### src/rtl/db9_hid_encoder.sv
// db9_hid_encoder: turns a local Atari ST mouse or joystick on the DB9 pins into HID command frames on a strobe/start/data byte stream.
module db9_hid_encoder #(
  parameter logic [15:0] RATE_DIV = 16'd50000,
  parameter logic [3:0]  BYTE_GAP = 4'd4
) (
  input  logic       clk,
  input  logic       reset,
  input  logic [5:0] db9_port,
  input  logic       mode,
  input  logic       out_ready,
  output logic       data_out_strobe,
  output logic       data_out_start,
  output logic [7:0] data_out,
  output logic       busy
);
  typedef enum logic [2:0] {IDLE, CMD, B1, B2, B3} state_t;

  state_t      state_q, state_d;
  logic [5:0]  s1_q, s_q;
  logic [1:0]  v_q;
  logic        primed_q, cur_mode_q;
  logic [1:0]  px_q, py_q;
  logic [7:0]  ax_q, ay_q, dx_q, dy_q;
  logic [1:0]  btn_sent_q;
  logic [4:0]  joy_sent_q;
  logic [15:0] rate_q;
  logic [3:0]  gap_q;
  logic [7:0]  data_q;

  logic [1:0] btn, dpx, dpy;
  logic [4:0] joy;
  logic       dec_en, inc_x, dec_x, inc_y, dec_y;
  logic       mode_chg, trig, launch, emit;
  logic [7:0] byte_d;

  // Gray position along the forward sequence 00->01->11->10
  function automatic logic [1:0] pos(input logic [1:0] ba);
    return {ba[1], ba[1] ^ ba[0]};
  endfunction

  function automatic logic [7:0] sat(input logic [7:0] a, input logic inc, input logic dec);
    return (inc && a != 8'h7f) ? a + 8'd1 : (dec && a != 8'h80) ? a - 8'd1 : a;
  endfunction

  always_comb begin
    btn      = ~s_q[5:4];
    joy      = ~s_q[4:0];
    dpx      = pos(s_q[1:0]) - pos(px_q);
    dpy      = pos(s_q[3:2]) - pos(py_q);
    dec_en   = v_q[1] && primed_q && !cur_mode_q;
    inc_x    = dec_en && dpx == 2'd1;
    dec_x    = dec_en && dpx == 2'd3;
    inc_y    = dec_en && dpy == 2'd1;
    dec_y    = dec_en && dpy == 2'd3;
    mode_chg = state_q == IDLE && mode != cur_mode_q;
    trig     = cur_mode_q ? joy != joy_sent_q
                          : (ax_q != 8'd0 || ay_q != 8'd0 || btn != btn_sent_q);
    launch   = state_q == IDLE && !mode_chg && v_q[1] && rate_q == 16'd0 && trig;
    emit     = state_q != IDLE && out_ready && gap_q == 4'd0;
    byte_d   = state_q == CMD ? {7'b0000001, cur_mode_q} :
               state_q == B1  ? (cur_mode_q ? 8'h00 : {6'b0, btn_sent_q}) :
               state_q == B2  ? (cur_mode_q ? {3'b0, joy_sent_q} : dx_q) :
               state_q == B3  ? dy_q : 8'h00;
  end

  always_comb begin
    state_d = state_q;
    unique case (state_q)
      IDLE:    if (launch) state_d = CMD;
      CMD:     if (emit) state_d = B1;
      B1:      if (emit) state_d = B2;
      B2:      if (emit) state_d = cur_mode_q ? IDLE : B3;
      B3:      if (emit) state_d = IDLE;
      default: state_d = IDLE;
    endcase
  end

  assign data_out_strobe = emit;
  assign data_out_start  = emit && state_q == CMD;
  assign data_out        = emit ? byte_d : data_q;
  assign busy            = state_q != IDLE;

  always_ff @(posedge clk) begin
    if (reset) begin
      state_q    <= IDLE;
      s1_q       <= '1;
      s_q        <= '1;
      v_q        <= '0;
      primed_q   <= 1'b0;
      cur_mode_q <= 1'b0;
      px_q       <= '0;
      py_q       <= '0;
      ax_q       <= '0;
      ay_q       <= '0;
      dx_q       <= '0;
      dy_q       <= '0;
      btn_sent_q <= '0;
      joy_sent_q <= '0;
      rate_q     <= '0;
      gap_q      <= '0;
      data_q     <= '0;
    end else begin
      state_q <= state_d;
      s1_q    <= db9_port;
      s_q     <= s1_q;
      v_q     <= {v_q[0], 1'b1};
      rate_q  <= launch ? RATE_DIV - 16'd1 : rate_q - {15'd0, rate_q != 16'd0};
      gap_q   <= emit ? BYTE_GAP - 4'd1 : gap_q - {3'd0, gap_q != 4'd0};
      if (emit) data_q <= byte_d;
      if (mode_chg) begin
        cur_mode_q <= mode;
        primed_q   <= 1'b0;
        ax_q       <= '0;
        ay_q       <= '0;
        btn_sent_q <= '0;
        joy_sent_q <= '0;
      end else begin
        if (v_q[1]) begin
          px_q     <= s_q[1:0];
          py_q     <= s_q[3:2];
          primed_q <= 1'b1;
        end
        // A step landing in the launch cycle seeds the freshly cleared accumulator
        ax_q <= sat(launch ? 8'd0 : ax_q, inc_x, dec_x);
        ay_q <= sat(launch ? 8'd0 : ay_q, inc_y, dec_y);
        if (launch) begin
          dx_q       <= ax_q;
          dy_q       <= ay_q;
          btn_sent_q <= btn;
          joy_sent_q <= joy;
        end
      end
    end
  end
endmodule

### config.mk
export PLATFORM = sky130hd
export DESIGN_NAME = db9_hid_encoder
export DESIGN_NICKNAME = d
export VERILOG_FILES = /design/src/rtl/db9_hid_encoder.sv
export SDC_FILE = /design/constraint.sdc
export NUM_CORES = 1
export LEC_CHECK = 0
export CORE_MARGIN = 8
export CORE_UTILIZATION = 40
export DETAILED_ROUTE_END_ITERATION = 8
export GPL_ROUTABILITY_DRIVEN = 0
export PLACE_DENSITY_LB_ADDON = 0.12
export SLEW_MARGIN = 20
export SYNTH_ARGS = -nofsm -noshare
export SYNTH_HDL_FRONTEND = slang
export SYNTH_SLANG_ARGS = --single-unit
### constraint.sdc
create_clock -name clk -period 3.5 [get_ports clk]
set_input_delay 0.525 -clock clk [delete_from_list [all_inputs] [get_ports clk]]
set_output_delay 0.525 -clock clk [all_outputs]
set_load 0.02 [all_outputs]
==> metrics <==
status complete, no violations; Critical Path RT roughly 3.8 ns; internal power 1.96 mW; Final Setup Violations 0; Power Dens Cells around 500 nW/um^2; max incr delay on CP roughly 0.55 ns; Max IR drop VDD 376 uV; most frequent cells in the layout dfxtp_1, nand2_1, buf_4, a21oi_1, nor2_1; Reg clk slew, reported paths 0.06 ns; Overflow after GRT 0; clock latency on the worst-skew pair 0.35 ns; Starting Density 0.405; # IOs 21; Setup TNS 0 ns; Worst-Margin Slew roughly 0.67 ns; largest net degree at the start of global routing 52; Sw Ratio 0.308; Die Area 15,100 sq um; mapped cell area 4560 sq um; P_leak 2.16 nW; estimated wirelength of the detail-placed design between 8000 and 9000 um; drt drc 0; Die Wd 123 um; Post-synth EDFFs 0; Combinational Power Share 0.256; fraction of layout cells with a size suffix above 1 0.192; Crit path arrival time 3.56 ns; sinks on the clock net 89; H-tree levels 3; Design Area, Final 5620 sq um; first-pass GRT wire length 19,700 um; Max FO, Critical Path 6; critical path class reg2reg; Final Hold Fails 0; f_max 304 MHz; dpl ws -0.0885 ns; root buf cell clkbuf_16; GRT Total Usage 0.165; die height 123 um; HP Class reg2reg; most common cell after layout, fill and taps aside dfxtp_1; post-synthesis sequential area ratio 0.390; area delta synth->final 23.1%; max-cap viol count 0; Final Worst Setup Slack 0.211 ns; Mapped Avg Cell Area 8.24 sq um; RSZ-0062 raised after global routing no; placed instance area 5320 sq um; Final Max Slew Viols 0; Slew HR 0.549; core area 11,300 sq um; post-synth cell types 69; cts hold-fix bufs 0; Initial DRC Count roughly 190; mean routed wirelength per cell about 15 um; syn nets 576; worst hold margin 0.408 ns; CTS tree done; drt pass-1 iters 4; Layout Skew 0.00885 ns; sequential power share 0.428; CTS max path bufs 2; NumNets Final between 600 and 700; period utilization 0.940; startpoint class of the critical path flop; total number of vias 4,055; CTS Buf Count 9; prevailing post-synth register cell dfxtp_1; Post-Syn Instances roughly 550; std cell rows 39; number of global-route vias before repair 3,992; Synth Register Bits 89; initial antenna violation count 0; Ys Warns 0; clock share of power 0.316; Routed WL 11,600 um; vias per cell 5.31; asr flop ratio synth 0; Psw approximately 0.87 mW; Crit. End Element flop; # port buffers 20; ANT nets after route 0; # diodes 0; CP cell instances or4_4 -> nand2b_4 -> a2111oi_4 -> nand2_2 -> buf_4 -> nand2_1 -> inv_1 -> ha_1 -> nand3_1 -> nor3b_1 -> a21o_2 -> nor4b_4 -> o21ai_1 -> a211oi_2; slowest CP cell or4_4; Period minus WS final 3.29 ns
cells in the mapped netlist, types with 12 or more instances:
cell type | count | area, sq um
a21oi_1 | 52 | 260
and2_1 | 16 | 100
xor2_1 | 12 | 105
nor2_1 | 33 | 124
or2_2 | 13 | 81.3
clkbuf_1 | 24 | 90.1
ha_1 | 12 | 150
o21ai_0 | 13 | 65.1
inv_1 | 17 | 63.8
nor4_1 | 12 | 75.1
dfxtp_1 | 89 | 1780
xnor2_1 | 18 | 158
nand2_1 | 86 | 323
nor3_1 | 19 | 95.1
nand3_1 | 16 | 80.1
worst paths after layout:
check / slack [ns] / cells past startpoint / to / start
worst max-delay path: 0.21 / 14 / ax_q[5]$_SDFF_PP0_ / rate_q[7]$_SDFF_PP0_
worst min-delay path: 0.41 / 1 / s_q[1]$_SDFF_PP1_ / s1_q[1]$_SDFF_PP1_
worst max register to register: 0.21 / 14 / ax_q[5]$_SDFF_PP0_ / rate_q[7]$_SDFF_PP0_
worst min register to register: 0.41 / 1 / s_q[1]$_SDFF_PP1_ / s1_q[1]$_SDFF_PP1_
power groups by stage:
| stage | Combinational, mW | Sequential, mW | Clock, mW |
|---|---|---|---|
| floorplan | 0.568 | 1.20 | 0 |
| global placement | 0.708 | 1.22 | 0 |
| detailed placement | 0.728 | 1.22 | 0 |
| CTS | 0.731 | 1.20 | 0.913 |
| global route | 0.825 | 1.22 | 0.941 |
| finish | 0.725 | 1.21 | 0.893 |
worst max-delay path, delay by kind of cell, from the launching register on:
family / cells / cell delay, ns
adder cells (fa/ha/maj): 1 / 0.20
AND/OR/NAND/NOR: 7 / 1.44
buffers and inverters: 2 / 0.21
AO/OA/AOI/OAI: 4 / 1.01
flip-flops: 1 / 0.34
sequential cells by signal, indices dropped and copies added (netlist names):
| register | count |
|---|---|
| s_q | 6 |
| px_q | 2 |
| py_q | 2 |
| gap_q | 4 |
| rate_q | 16 |
| dy_q | 8 |
| ax_q | 8 |
| state_q | 3 |
| cur_mode_q | 1 |
| primed_q | 1 |
| btn_sent_q | 2 |
| v_q | 2 |
| joy_sent_q | 4 |
| ay_q | 8 |
| data_q | 8 |
| s1_q | 6 |
| dx_q | 8 |
cells by family after synthesis:
kind of cell,Yosys count,share of synthesized area
AND/OR/NAND/NOR,239,0.272
AO/OA/AOI/OAI,121,0.173
flip-flops,89,0.390
buffers and inverters,53,0.0485
XOR/XNOR,31,0.0628
adder cells (fa/ha/maj),12,0.0329
multiplexers,9,0.0203
routing by layer:
| layer | share of wire | up-vias | track usage |
|---|---|---|---|
| li1 | - | 2059 | - |
| met3 | 0.026 | 15 | 0.0239 |
| met1 | 0.49 | 1922 | 0.213 |
| met2 | 0.47 | 59 | 0.268 |
| met4 | 0.017 | 0 | 0.0685 |
| met5 | 0 | - | 0 |
final cells by class:
| class | count | area (sq um) |
|---|---|---|
| fill | 1088 | 5650 |
| multi-input combinational | 412 | 2610 |
| sequential | 89 | 1780 |
| timing repair buffer | 86 | 716 |
| clock buffer | 12 | 246 |
| tap | 143 | 179 |
| inverter | 18 | 67.6 |
| clock inverter | 3 | 17.5 |
repair_timing:
item / CTS / global route
resized for setup: 0 / 5
setup buffers: 0 / 0
endpoints found under the setup margin: 0 / 5
per-stage QoR:
step / total power [mW] / utilization / cells
3_5_place_dp: 1.95 / 0.472 / 748
3_3_place_gp: 1.93 / 0.472 / 748
5_1_grt: 2.99 / 0.498 / 763
2_1_floorplan: 1.77 / - / 554
4_1_cts: 2.85 / 0.496 / 763
6_report: 2.83 / 0.498 / 763
Power figures use the tool's default switching activity.
